`src/rtl/clock_shield_pkg.sv`:
```
// Shared constants, timing helpers and types for the clock shield button logic.
// Cycle counts are derived from CLK_HZ so the button timings follow the system clock.
package clock_shield_pkg;

    localparam int CLK_HZ           = 50_000_000;
    localparam int DEBOUNCE_MS      = 20;
    localparam int REPEAT_DELAY_MS  = 500;
    localparam int REPEAT_PERIOD_MS = 100;

    function automatic int ms_to_cycles(input int ms);
        return (CLK_HZ / 1000) * ms;
    endfunction

    typedef enum logic [1:0] {
        IDLE,
        DELAY,
        REPEAT
    } hold_state_t;

endpackage

```
`src/rtl/debounce_channel.sv`:
```
// One button channel: 2-flop synchroniser, stable-count debounce filter, edge pulses
// and, with BTN_DEBOUNCE_REPEAT_EN defined, a hold-to-auto-repeat FSM.
module debounce_channel
    import clock_shield_pkg::*;
#(
    parameter int STABLE_CYCLES = ms_to_cycles(DEBOUNCE_MS),
    parameter int ACTIVE_LOW    = 0,
    parameter int REPEAT_DELAY  = ms_to_cycles(REPEAT_DELAY_MS),
    parameter int REPEAT_PERIOD = ms_to_cycles(REPEAT_PERIOD_MS)
) (
    input  logic clk,
    input  logic rst,
    input  logic pin,
    output logic btn_level,
    output logic btn_press,
    output logic btn_release,
    output logic btn_repeat
);

    localparam int             CW          = $clog2(STABLE_CYCLES);
    localparam logic [CW-1:0]  STABLE_LAST = CW'(STABLE_CYCLES - 1);
    localparam logic           INVERT      = (ACTIVE_LOW != 0);
    localparam int             HOLD_MAX    = (REPEAT_DELAY > REPEAT_PERIOD) ? REPEAT_DELAY : REPEAT_PERIOD;
    localparam int             HW          = $clog2(HOLD_MAX);

    if (STABLE_CYCLES < 2) begin : g_bad_stable
        $error("debounce_channel: STABLE_CYCLES must be >= 2");
    end
    if (REPEAT_DELAY < 2) begin : g_bad_delay
        $error("debounce_channel: REPEAT_DELAY must be >= 2");
    end
    if (REPEAT_PERIOD < 1) begin : g_bad_period
        $error("debounce_channel: REPEAT_PERIOD must be >= 1");
    end

    logic          s1;
    logic          s2;
    logic [CW-1:0] db_cnt;
    logic          flip;
    logic          rise_evt;
    logic          fall_evt;

    // A flip is due on the STABLE_CYCLES-th consecutive disagreeing cycle.
    always_comb begin
        flip     = (s2 != btn_level) && (db_cnt == STABLE_LAST);
        rise_evt = flip && !btn_level;
        fall_evt = flip && btn_level;
    end

    // NOTE: sequential state uses non-blocking assignments so every flop samples
    // pre-edge values; reset is synchronous and wins over all other inputs.
    always_ff @(posedge clk) begin
        if (rst) begin
            s1          <= 1'b0;
            s2          <= 1'b0;
            db_cnt      <= '0;
            btn_level   <= 1'b0;
            btn_press   <= 1'b0;
            btn_release <= 1'b0;
        end else begin
            s1          <= pin ^ INVERT;
            s2          <= s1;
            btn_press   <= rise_evt;
            btn_release <= fall_evt;
            if (s2 == btn_level) begin
                db_cnt <= '0;
            end else if (flip) begin
                btn_level <= ~btn_level;
                db_cnt    <= '0;
            end else begin
                db_cnt <= db_cnt + CW'(1);
            end
        end
    end

`ifdef BTN_DEBOUNCE_REPEAT_EN
    localparam logic [HW-1:0] DELAY_LAST  = HW'(REPEAT_DELAY - 1);
    localparam logic [HW-1:0] PERIOD_LAST = HW'(REPEAT_PERIOD - 1);

    hold_state_t   state;
    hold_state_t   state_n;
    logic [HW-1:0] hold_cnt;
    logic [HW-1:0] hold_cnt_n;
    logic          repeat_n;

    always_ff @(posedge clk) begin
        if (rst) begin
            state      <= IDLE;
            hold_cnt   <= '0;
            btn_repeat <= 1'b0;
        end else begin
            state      <= state_n;
            hold_cnt   <= hold_cnt_n;
            btn_repeat <= repeat_n;
        end
    end

    // NOTE: every combinational output gets a default first, so no path can infer a latch.
    always_comb begin
        state_n    = state;
        hold_cnt_n = hold_cnt;
        repeat_n   = 1'b0;
        if (fall_evt) begin
            // Release outranks a repeat that falls due on the same edge.
            state_n    = IDLE;
            hold_cnt_n = '0;
        end else begin
            case (state)
                IDLE: begin
                    if (rise_evt) begin
                        state_n    = DELAY;
                        hold_cnt_n = '0;
                    end
                end
                DELAY: begin
                    if (hold_cnt == DELAY_LAST) begin
                        repeat_n   = 1'b1;
                        hold_cnt_n = '0;
                        state_n    = REPEAT;
                    end else begin
                        hold_cnt_n = hold_cnt + HW'(1);
                    end
                end
                REPEAT: begin
                    if (hold_cnt == PERIOD_LAST) begin
                        repeat_n   = 1'b1;
                        hold_cnt_n = '0;
                    end else begin
                        hold_cnt_n = hold_cnt + HW'(1);
                    end
                end
                default: begin
                    state_n    = IDLE;
                    hold_cnt_n = '0;
                end
            endcase
        end
    end
`else
    assign btn_repeat = 1'b0;
`endif

endmodule

```
`src/rtl/button_debouncer_bank.sv`:
```
// N independent debounced button channels with press/release pulses; hold-to-repeat
// pulses are built only when BTN_DEBOUNCE_REPEAT_EN is defined (otherwise btn_repeat = 0).
module button_debouncer_bank
    import clock_shield_pkg::*;
#(
    parameter int CHANNELS      = 3,
    parameter int STABLE_CYCLES = ms_to_cycles(DEBOUNCE_MS),
    parameter int ACTIVE_LOW    = 0,
    parameter int REPEAT_DELAY  = ms_to_cycles(REPEAT_DELAY_MS),
    parameter int REPEAT_PERIOD = ms_to_cycles(REPEAT_PERIOD_MS)
) (
    input  logic                clk,
    input  logic                rst,
    input  logic [CHANNELS-1:0] btn_in,
    output logic [CHANNELS-1:0] btn_level,
    output logic [CHANNELS-1:0] btn_press,
    output logic [CHANNELS-1:0] btn_release,
    output logic [CHANNELS-1:0] btn_repeat
);

    if (CHANNELS < 1) begin : g_bad_channels
        $error("button_debouncer_bank: CHANNELS must be >= 1");
    end

    for (genvar i = 0; i < CHANNELS; i++) begin : g_ch
        debounce_channel #(
            .STABLE_CYCLES (STABLE_CYCLES),
            .ACTIVE_LOW    (ACTIVE_LOW),
            .REPEAT_DELAY  (REPEAT_DELAY),
            .REPEAT_PERIOD (REPEAT_PERIOD)
        ) u_ch (
            .clk         (clk),
            .rst         (rst),
            .pin         (btn_in[i]),
            .btn_level   (btn_level[i]),
            .btn_press   (btn_press[i]),
            .btn_release (btn_release[i]),
            .btn_repeat  (btn_repeat[i])
        );
    end

endmodule

```
`config.mk`:
```
export PLATFORM = sky130hd
export DESIGN_NAME = button_debouncer_bank
export DESIGN_NICKNAME = d
export VERILOG_FILES = /design/src/rtl/clock_shield_pkg.sv /design/src/rtl/debounce_channel.sv /design/src/rtl/button_debouncer_bank.sv
export SDC_FILE = /design/constraint.sdc
export NUM_CORES = 1
export LEC_CHECK = 0
export BUFFER_PORTS_ARGS = -buffer_cell sky130_fd_sc_hd__clkbuf_2
export CORE_MARGIN = 2
export CORE_UTILIZATION = 25
export CTS_CLUSTER_DIAMETER = 30
export CTS_CLUSTER_SIZE = 10
export DETAILED_ROUTE_END_ITERATION = 8
export PLACE_DENSITY = 0.42
export SLEW_MARGIN = 5
export SYNTH_ARGS = -nofsm -noshare
export SYNTH_HDL_FRONTEND = slang
export SYNTH_SLANG_ARGS = --single-unit
```
`constraint.sdc`:
```
create_clock -name clk -period 5.1 [get_ports clk]
set_clock_uncertainty 0.05 [all_clocks]
set_input_delay 0.51 -clock clk [delete_from_list [all_inputs] [get_ports clk]]
set_output_delay 0.51 -clock clk [all_outputs]
set_load 0.1 [all_outputs]
```
-- After elaboration in Yosys (flattened, before gate mapping)
Cells that the tools add are included.
- add/sub/neg operators: 3
- equality and inequality tests: 9
- bitwise logic cells: 6
- reductions and logical operators: 18
- operators by type and width (cell ; number):
    adder 20 x 1 -> 20 bit, second input constant ; 3
    == test 20 bit, second input constant ; 3
    logical AND 1 bit ; 9
    OR reduction 3 bit ; 3
    NOT 1 bit ; 6
    AND reduction 2 bit ; 3
    == test 1 bit ; 3
    logical NOT 1 bit ; 3
    != test 1 bit ; 3
- register bits after elaboration: 75
- output and inout port bits: 12
- word-level logic and storage cells: 54

-- Logic depth before layout (Yosys ltp)
Gate-level depths: netlist (run 1).
- depth after elaboration: 3
- mapped depth: 6

-- Modules after synthesis
A second synthesis (run 1) with hierarchy kept.
- cell total of the unflattened synthesis: 369
- area, all modules: 3370.7 um2
- modules (own cells, without submodules) (module ; times used ; cells each ; area each (um2) ; sequential area each (um2)):
    debounce_channel ; 3 ; 123 ; 1123.6 ; 500.5

-- Least setup slack after synthesis (run 1)
OpenSTA, ideal clock, no wires.
- path kind: flip-flop to flip-flop
- from: reg g_ch[1].u_ch.db_cnt[0]
- to: reg g_ch[1].u_ch.db_cnt[18]
- library setup time: 0.080 ns
- data arrival time: 1.975 ns
- data required time: 4.970 ns
- path slack: 2.995 ns
- stages on the path, launching flop included: 7
- path through: dfxtp_1 -> ha_1 -> nand2_1 -> or4_1 -> buf_2 -> or4_1 -> a211oi_2
- longest elaborated chain between the ends: 3
- RTL lines (what ; RTL line ; RTL):
    from (decl) ; debounce_channel.sv:38 ; logic [CW-1:0] db_cnt;
    from (signal assigned) ; debounce_channel.sv:71 ; db_cnt <= db_cnt + CW'(1);
    parallel branches: the longest is 3 deep, another holds adder 20 x 1 -> 20 bit ; - ;
Several ways; the timed one is not identified.
A chain may end at the register's enable or synchronous reset.

-- Worst setup path in the final report (run 1)
- from: reg g_ch[1].u_ch.db_cnt[0]
- to: reg g_ch[1].u_ch.db_cnt[16]
The elaborated chain is that of the path after synthesis.

==> metrics.yaml, run 1 <==
dpl.cell_count: 548
min_path_cells: 2
vias: 2629
die-area_sq_um: 14360
pre_cts_ws_ps: 2848
min-delay-start: "btn_in[0]"
ir_worst_vdd_uv: 161.5
worst-path-max-fanout: 8
power_density_nw_per_um2: 333.9
max_stage_delay_ps: 640
synthToLayoutAreaGrowth_pct: 14.37
clock_path_buffers: 2
p_leak_nw: 1.160
avgSynthCellArea_sq_um: 8.801
cp-end-kind: "flop"
r2r_cells: 5
yosys_warnings: 0
crit_chain: "ha_1 -> nand2_1 -> or4_1 -> or4_1 -> a211oi_2"
ys_types: 36
synth_top_area_frac: 0.4478
htreeDepth: 3
post-route-drc-count: 0
insertion_delay_ps: 340
grt_pass1_wl_um: 11490
coreArea_sq_um: 13190
p_clk_frac: 0.521
path_clk_slew_ps: 60
grt_use_total: 0.1019
critPathKind: "flop to flop"
multi_input_area_sq_um: 1668
pwr-share-seq: 0.461
synthArstFlopShare: 0
run_status: "finished, final reports clean"
hold_buffers: 0
clock-sinks: 75
drive_gt1_frac: 0.1057
final-seq-area_sq_um: 1501
synth_area_sq_um: 3353
path_delay_family: "simple AND/OR/NAND/NOR gates"
fin_area_sq_um: 3835
cts_tree: "built"
ys_ff_latch: 75
worst_ep_required_time_ps: 5300
worst_ep_arrival_time_ps: 2480
die_h_um: 119.8
drt-initial-drc-count: 127
intPower_mw: 1.018
cts_buffers: 9
synthCells: 381
final.setup.worst_slack_ps: 2824
first_global_vias: 2461
cap_violations: 0
synth_edf_count: 0
synth_area_leader_cell: "dfxtp_1"
start_util: 0.2542
combPwrFrac: 0.017
hold_viol: 0
drt-total-wl_um: 6814
p_sw_mw: 0.2625
period_minus_slack_ps: 2276
ant_nets: 0
finalSetupTns_ps: 0
rsz0062_at_grt: "no"
via_per_inst: 4.661
finalSetupViolations: 0
dp_hpwl_um: 4665
slew_headroom: 0.4124
path_buf_inv: 0
final_cells: 564
cp_slowest_cell: "or4_1"
grt-ovfl-total: 0
grt_max_degree: 21
port_buffers: 13
yosysSeqAreaShare: 0.4478
post_cts_buffers: 0
dpl_cell_area_sq_um: 3526
dominantRegCellSynth: "dfxtp_1"
drt-pass1-iter-count: 4
swShare: 0.2050
fmax_mhz: 439.4
n_antenna_cell: 0
hold_end: "g_ch[0].u_ch.s1"
worst_pin_slew_ps: 881.4
rows: 42
r2r_end: "g_ch[1].u_ch.db_cnt[16]"
gp_congestion: 0.7371
cp-start-kind: "flop"
post-route-period-util: 0.4462
holdWs_ps: 342.0
synth_area_leaders: "dfxtp_1 45%, xnor2_1 5.7%, xor2_1 4.2%, nor2_1 4.1%, nand3_1 3.7%"
slew_violations: 0
timing.rr.start: "g_ch[1].u_ch.db_cnt[0]"
antenna_found_initial: 0
root_buffer: "clkbuf_16"
min_path_type: "input pin to flop"
dieWidth_um: 119.8
wl_per_cell_um: 12.08
n_fill_cell: 1390
nNetsFinal: 391
crit_path_frequent_cell: "or4_1"
ios: 17
cts_resized: 0
total_power_mw: 1.280
rrSetupSlack_ps: 2820
fin_util: 0.2907
-- final cells by class --
| type | instances | share of cell area |
|---|---|---|
| Clock buffer | 10 | 0.05971 |
| Clock inverter | 6 | 0.02088 |
| Inverter | 13 | 0.01272 |
| Multi-Input combinational cell | 268 | 0.4349 |
| Sequential cell | 75 | 0.3915 |
| Tap cell | 176 | 0.05742 |
| Timing Repair Buffer | 16 | 0.02284 |
-- placed cells by master (no fill, tap or decap), drive strengths merged --
cell type / instances
clkinv: 4
bufinv: 2
and4: 2
and3: 10
xnor2: 22
nor4b: 4
nand2: 19
ha: 3
clkbuf: 23
a21oi: 13
nand4b: 2
a211oi: 8
buf: 3
mux2: 1
nor2: 37
xor2: 16
nor4: 8
nand4: 9
nor2b: 8
and2: 1
nor3: 18
dfxtp: 75
inv: 13
o31ai: 12
conb: 3
and3b: 2
or4: 15
o21ai: 11
or3: 11
nand3: 26
or2: 2
nor3b: 4
nand2b: 1
-- synthesized netlist by cell type (3+ instances only) --
cell type  number
dfxtp_1        75
nor2_1         37
nand3_1        25
xnor2_1        22
nand2_1        19
nor3_1         18
xor2_1         16
or4_1          14
a21oi_1        13
clkbuf_1       13
inv_1          13
buf_4          12
o31ai_1        12
o21ai_0        11
or3_1          11
and3_1          9
nand4_1         9
nor2b_1         8
nor4_1          8
a211oi_1        5
nor3b_1         4
nor4b_1         4
a211oi_2        3
ha_1            3
-- how the worst max path moves through the flow --
stage	from	end	slack, ps	cells past startpoint
2_1_floorplan	g_ch[1].u_ch.db_cnt[0]	g_ch[1].u_ch.db_cnt[18]	3000	6
3_3_place_gp	g_ch[1].u_ch.db_cnt[0]	g_ch[1].u_ch.db_cnt[18]	2890	5
3_5_place_dp	g_ch[1].u_ch.db_cnt[0]	g_ch[1].u_ch.db_cnt[16]	2850	5
4_1_cts	g_ch[1].u_ch.db_cnt[0]	g_ch[1].u_ch.db_cnt[16]	2830	5
5_1_grt	g_ch[1].u_ch.db_cnt[0]	g_ch[1].u_ch.db_cnt[16]	2660	5
6_report	g_ch[1].u_ch.db_cnt[0]	g_ch[1].u_ch.db_cnt[16]	2820	5
-- kinds of logic after synthesis --
| kind of cell | synth area share |
|---|---|
| mux | 0.003358 |
| flops | 0.4478 |
| buf+inv | 0.05896 |
| fa+ha+maj | 0.01120 |
| compound gates | 0.08508 |
| other cells | 0.001118 |
| simple gates | 0.2933 |
| xor+xnor | 0.09925 |
-- layer usage --
| layer | up-vias | wire (um) | global-route usage |
|---|---|---|---|
| li1 | 1346 | - | - |
| met1 | 1251 | 3251 | 0.1199 |
| met2 | 22 | 3183 | 0.1650 |
| met3 | 10 | 279 | 0.04373 |
| met4 | 0 | 99 | 0.03750 |
| met5 | - | 0 | 0 |
-- sequential cells by signal (all words and copies together) (netlist names) --
signal,count
g_ch.u_ch.btn_level,3
g_ch.u_ch.db_cnt,60
g_ch.u_ch.btn_release,3
g_ch.u_ch.btn_press,3
g_ch.u_ch.s2,3
g_ch.u_ch.s1,3
-- power by group through the flow --
stage	clock (mW)	sequential [mW]	combinational [mW]
final	0.668	0.591	0.0220
after global routing	0.717	0.591	0.0237
after CTS	0.695	0.591	0.0224
after detailed placement	0	0.604	0.0224
after global placement	0	0.603	0.0221
after floorplan	0	0.603	0.0193
Note: power is estimated with default switching activity, not from simulation.
==> inputs of run 2 (changes only) <==
- ABC_AREA: default -> 1
- clock period: 5.1 -> 2.3 ns (I/O delays scaled with it)
==> metrics.yaml, run 2 <==
run_status: "finished, final reports clean"
synth_top_area_frac: 0.3901  # -0.05764
rsz0062_at_grt: "no"
grt-ovfl-total: 0  # unchanged
worst-path-max-fanout: 12  # +4
synth_area_sq_um: 3849  # +15%
top_register: "g_ch.u_ch.db_cnt"
yosysSeqAreaShare: 0.3901  # -0.05764
worst_ep_arrival_time_ps: 2010  # -470 ps
timing.rr.start: "g_ch[2].u_ch.db_cnt[0]"
rrSetupSlack_ps: 460  # -2360 ps
synth_commonest_cells: "128 x nor2_1, 124 x nand2_1, 75 x dfxtp_1"
crit_path_frequent_cell: "nand3_1"
p_leak_nw: 1.493  # +29%
cts_buffers: 9  # unchanged
r2r_cells: 7  # +2
ys_types: 31  # -14%
dp_hpwl_um: 6272  # +34%
cp-end-kind: "flop"
cts_tree: "built"
port_buffers: 13  # unchanged
grt_use_total: 0.1072  # +0.005318
rows: 45  # +7.1%
post-route-drc-count: 0  # unchanged
dieWidth_um: 128.1  # +6.9%
drt-pass1-iter-count: 4  # unchanged
layout_common_cells: "128 x nor2_1, 124 x nand2_1, 75 x dfxtp_1"
drt-initial-drc-count: 144  # +13%
synthToLayoutAreaGrowth_pct: 14.37  # about the same
htreeDepth: 3  # unchanged
min_path_type: "input pin to flop"
r2r_end: "g_ch[2].u_ch.db_cnt[19]"
final_common_cell: "nor2_1"
crit_chain: "ha_1 -> nand3_2 -> nor2_1 -> nand3_1 -> nand3_1 -> buf_4 -> a21oi_1"
finalSetupTns_ps: 0  # unchanged
final_cells: 761  # +35%
grt_max_degree: 21  # unchanged
post_cts_buffers: 0  # unchanged
dominantRegCellSynth: "dfxtp_1"
first_global_vias: 3006  # +22%
synth_edf_count: 0  # unchanged
hold_end: "g_ch[1].u_ch.s1"
ios: 17  # unchanged
die-area_sq_um: 16400  # +14%
avgSynthCellArea_sq_um: 6.922  # -21%
fmax_mhz: 544.2  # +24%
synthCells: 556  # +46%
dpl.cell_count: 745  # +36%
antenna_found_initial: 0  # unchanged
path_delay_family: "simple AND/OR/NAND/NOR gates"
coreArea_sq_um: 15150  # +15%
wl_per_cell_um: 10.77  # -11%
critPathKind: "flop to flop"
post-route-period-util: 0.7989  # +0.3527
cp-start-kind: "flop"
finalSetupViolations: 0  # unchanged
slew_headroom: 0.6389  # +0.2265
via_per_inst: 4.227  # -9.3%
power_density_nw_per_um2: 682.1  # +100%
drive_gt1_frac: 0.1204  # +0.01475
cap_violations: 0  # unchanged
clock-sinks: 75  # unchanged
ant_nets: 0  # unchanged
synth.most_common_cell: "nor2_1"
root_buffer: "clkbuf_16"
worst_ep_required_time_ps: 2480  # -2820 ps
insertion_delay_ps: 340  # about the same
hold_buffers: 0  # unchanged
cp_slowest_cell: "dfxtp_1"
drt-total-wl_um: 8194  # +20%
cp-startpoint: "g_ch[2].u_ch.db_cnt[0]"
hold_viol: 0  # unchanged
holdWs_ps: 38.65  # -303.4 ps
clock_path_buffers: 2  # unchanged
path_buf_inv: 1  # +1
min_path_cells: 3  # +1
nNetsFinal: 576  # +47%
ys_ff_latch: 75  # unchanged
cts_resized: 0  # unchanged
yosys_warnings: 0  # unchanged
largest_register_ff_count: 60  # unchanged
period_minus_slack_ps: 1838  # -438.1 ps
die_h_um: 128.1  # +6.9%
synth_area_leader_cell: "dfxtp_1"
path_clk_slew_ps: 60  # about the same
worst_pin_slew_ps: 543.9  # -337.5 ps
min-delay-start: "btn_in[1]"
gp_congestion: 0.7756  # +5.2%
synthArstFlopShare: 0  # unchanged
vias: 3217  # +22%
grt_pass1_wl_um: 13880  # +21%
n_antenna_cell: 0  # unchanged
ir_worst_vdd_uv: 375.4  # +130%
synth_area_leaders: "dfxtp_1 39%, nor2_1 12%, nand2_1 12%, nand3_1 5.3%, inv_1 5.2%"
start_util: 0.2541  # about the same
max_stage_delay_ps: 400  # -240 ps
slew_violations: 0  # unchanged
total_power_mw: 3.003  # +130%
==> run 2: cell count changes in the layout (fill, tap and decap cells not counted), sizes merged, moves of 10 or more <==
cell	previous run	this run
nand2	19	130
nor2	37	143
inv	13	57
nand3	26	47
or4	15	0
nor3	18	5
o31ai	12	0
or3	11	0
and3	10	0
==> run 2: how the worst max path moves through the flow <==
stage                         endpoint  slack (ps)  depth (start not counted)
6_report       g_ch[2].u_ch.db_cnt[19]         460                          7
5_1_grt         g_ch[2].u_ch.db_cnt[7]         280                          7
4_1_cts        g_ch[2].u_ch.db_cnt[19]         430                          7
3_5_place_dp   g_ch[2].u_ch.db_cnt[19]         450                          7
3_3_place_gp    g_ch[2].u_ch.db_cnt[0]         500                          7
2_1_floorplan   g_ch[1].u_ch.db_cnt[0]         910                          7
==> run 2: logic make-up (layout without fill, tap and decap cells) <==
group,count (synthesis),after routing,synth area share
and+or+nand+nor,341,341,0.3976
DFF,75,75,0.3901
other,1,3,0.0009744
AOI/OAI and AO/OA,28,28,0.04064
adders and majority gates,3,3,0.009754
buffers and inverters,78,93,0.09265
xor gates and xnor gates,30,30,0.06827
==> run 2: per-stage QoR <==
step | worst slack (ps) | instance area [sq um] | utilization
floorplan | 908.0 | 3856 | -
global placement | 496.4 | 4059 | 0.2680
detailed placement | 452.2 | 4059 | 0.2680
CTS | 428.8 | 4402 | 0.2906
global route | 282.5 | 4402 | 0.2906
finish | 462.4 | 4402 | 0.2906
==> run 2: worst min-delay path, delay by kind of cell <==
family | cells | cell delay [ps]
buffers and inverters | 2 | 120
and+or+nand+nor | 1 | 30
==> run 2: report_power, final <==
group	internal, mW	switching [mW]
logic	0.0114	0.0429
clock network	1.09	0.554
registers	1.31	0.00319
total	2.40	0.600
==> run 2: layer usage <==
metal | share of wire | vias to the layer above | routed length, um | track usage
met1 | 0.51 | 1445 | 4170 | 0.1366
met4 | 0.013 | 0 | 110 | 0.03491
met3 | 0.031 | 9 | 253 | 0.03589
met5 | 0 | - | 0 | 0
met2 | 0.45 | 27 | 3659 | 0.1711
li1 | - | 1736 | - | -
==> run 2: area by class of cell <==
class / count / area, sq um
fillers: 1651 / 10740
multi-input cells: 405 / 1998
flip-flops and latches: 75 / 1501
clock buffers: 11 / 242.7
well taps: 188 / 235.2
inverters: 59 / 221.5
repair buffers: 18 / 102.6
clock inverters: 5 / 100.1
==> inputs of run 3 (changes only) <==
- ABC_AREA: 1 -> 0
- PLACE_DENSITY: 0.42 -> 0.44
- clock period: 2.3 -> 1.5 ns (I/O delays scaled with it)
==> metrics.yaml, run 3 (synthesis gave the netlist of run 1 again) <==
run_status: "finished, violations left"
violations: "negative setup slack"
synthToLayoutAreaGrowth_pct: 58.43
port_buffers: 13  # unchanged
max_stage_delay_ps: 500  # +100 ps
grt_max_degree: 21  # unchanged
multi_input_area_sq_um: 2115  # +5.8%
clock_path_buffers: 2  # unchanged
cap_violations: 0  # unchanged
worst_pin_slew_ps: 540.1  # -3.844 ps
worst_ep_required_time_ps: 1720  # -760 ps
path_delay_family: "simple AND/OR/NAND/NOR gates"
cts_tree: "built"
cts_buffers: 9  # unchanged
rsz0062_at_grt: "yes"
via_per_inst: 4.479  # +5.9%
rows: 42  # -6.7%
crit_chain: "ha_4 -> nand2_2 -> or4_4 -> or4_4 -> a211oi_2"
fmax_mhz: 538.8  # -1.0%
grt_use_total: 0.1273  # +0.02005
vias: 3050  # -5.2%
n_fill_cell: 1320  # -20%
dp_hpwl_um: 5437  # -13%
hold_viol: 0  # unchanged
start_util: 0.2542  # about the same
gp_congestion: 0.7530  # -2.9%
worst-path-max-fanout: 6  # -6
power_density_nw_per_um2: 814.4  # +19%
period_minus_slack_ps: 1856  # +18.55 ps
first_global_vias: 3004  # -0.067%
critPathKind: "flop to flop"
ios: 17  # unchanged
grt_pass1_wl_um: 14290  # +3.0%
nNetsFinal: 508  # -12%
final-seq-area_sq_um: 1558  # +3.7%
cp-start-kind: "flop"
die-area_sq_um: 14360  # -12%
final_common_cell: "buf_4"
path_clk_slew_ps: 60  # about the same
slew_violations: 0  # unchanged
cp-end-kind: "flop"
path_buf_inv: 0  # -1
cp_slowest_cell: "or4_4"
slew_headroom: 0.6415  # +0.002552
drive_gt1_frac: 0.4950  # +0.3746
grt-ovfl-total: 0  # unchanged
post-route-period-util: 1.237  # +0.4385
clock-sinks: 75  # unchanged
coreArea_sq_um: 13190  # -13%
insertion_delay_ps: 350  # about the same
drt-initial-drc-count: 136  # -5.6%
n_antenna_cell: 0  # unchanged
final.setup.worst_slack_ps: -356.1  # -818.6 ps
finalSetupTns_ps: -7150  # -7150 ps
ant_nets: 0  # unchanged
root_buffer: "clkbuf_16"
total_power_mw: 4.326  # +44%
htreeDepth: 3  # unchanged
ir_worst_vdd_uv: 587.5  # +57%
top_register: "g_ch.u_ch.db_cnt"
min_path_type: "input pin to flop"
drt-total-wl_um: 8599  # +4.9%
finalSetupViolations: 45  # +45
dieWidth_um: 119.8  # -6.4%
post-route-drc-count: 0  # unchanged
crit_path_frequent_cell: "or4_4"
largest_register_ff_count: 60  # unchanged
wl_per_cell_um: 12.63  # +17%
antenna_found_initial: 0  # unchanged
drt-pass1-iter-count: 4  # unchanged
layout_common_cells: "101 x buf_4, 44 x dfxtp_1, 32 x nor2_1"
worst_ep_arrival_time_ps: 2080  # +70 ps
die_h_um: 119.8  # -6.4%
p_leak_nw: 1.899  # +27%
-- run 3: worst register-to-register path, delay by kind of cell (launching register included) --
kind / cells / cell delay [ps]
adders and majority gates: 1 / 140
AOI/OAI and AO/OA: 1 / 200
DFF: 1 / 370
and+or+nand+nor: 3 / 1030
-- run 3: power breakdown --
group	internal (mW)	total, mW	switching, mW
logic	0.0307	0.101	0.0699
registers	1.99	2.00	0.00681
clock network	1.32	2.23	0.911
-- run 3: area by class of cell --
cell class                 instances  area share
multi-input combinational        270      0.3980
sequential                        75      0.2932
timing repair buffer             131      0.2004
inverter                          13    0.009185
clock inverter                     4    0.005417
clock buffer                      12     0.05228
tap                              176     0.04145
-- run 3: metrics by stage --
step           cell area (sq um)  hold slack, ps  setup slack, ps  cells    util
3_3_place_gp                4298           331.8           -390.2    633  0.3258
6_report                    5313           22.41           -356.1    681  0.4028
5_1_grt                     5313           6.099           -409.6    681  0.4028
2_1_floorplan               3518           228.2           -393.4    383       -
4_1_cts                     5079           1.963           -350.9    675  0.3850
3_5_place_dp                4298           357.9           -454.7    633  0.3258
-- run 3: path summary, 6_finish.rpt --
check                          from                      end  slack (ps)  cells after the start
max          g_ch[1].u_ch.db_cnt[0]  g_ch[1].u_ch.db_cnt[18]        -360                      5
min                       btn_in[1]          g_ch[1].u_ch.s1          20                      2
max reg2reg  g_ch[1].u_ch.db_cnt[0]  g_ch[1].u_ch.db_cnt[18]        -360                      5
min reg2reg         g_ch[1].u_ch.s1          g_ch[1].u_ch.s2         400                      1
-- run 3: repair_timing --
item | in CTS | in global routing
endpoints found under the hold margin | 2 | 0
resized for setup | 52 | 53
hold buffers | 2 | 0
setup endpoints to repair | 69 | 69
pin swaps | 26 | 20
buffers inserted | 19 | 7
gates cloned | 5 | 1
-- run 3: layer usage --
| layer | track usage | part of all wire | vias to the layer above | wire (um) |
|---|---|---|---|---|
| met5 | 0 | 0 | - | 0 |
| met4 | 0.04412 | 0.012 | 0 | 102 |
| met3 | 0.05181 | 0.035 | 11 | 300 |
| met2 | 0.2014 | 0.47 | 32 | 4077 |
| met1 | 0.1564 | 0.48 | 1425 | 4119 |
| li1 | - | - | 1582 | - |
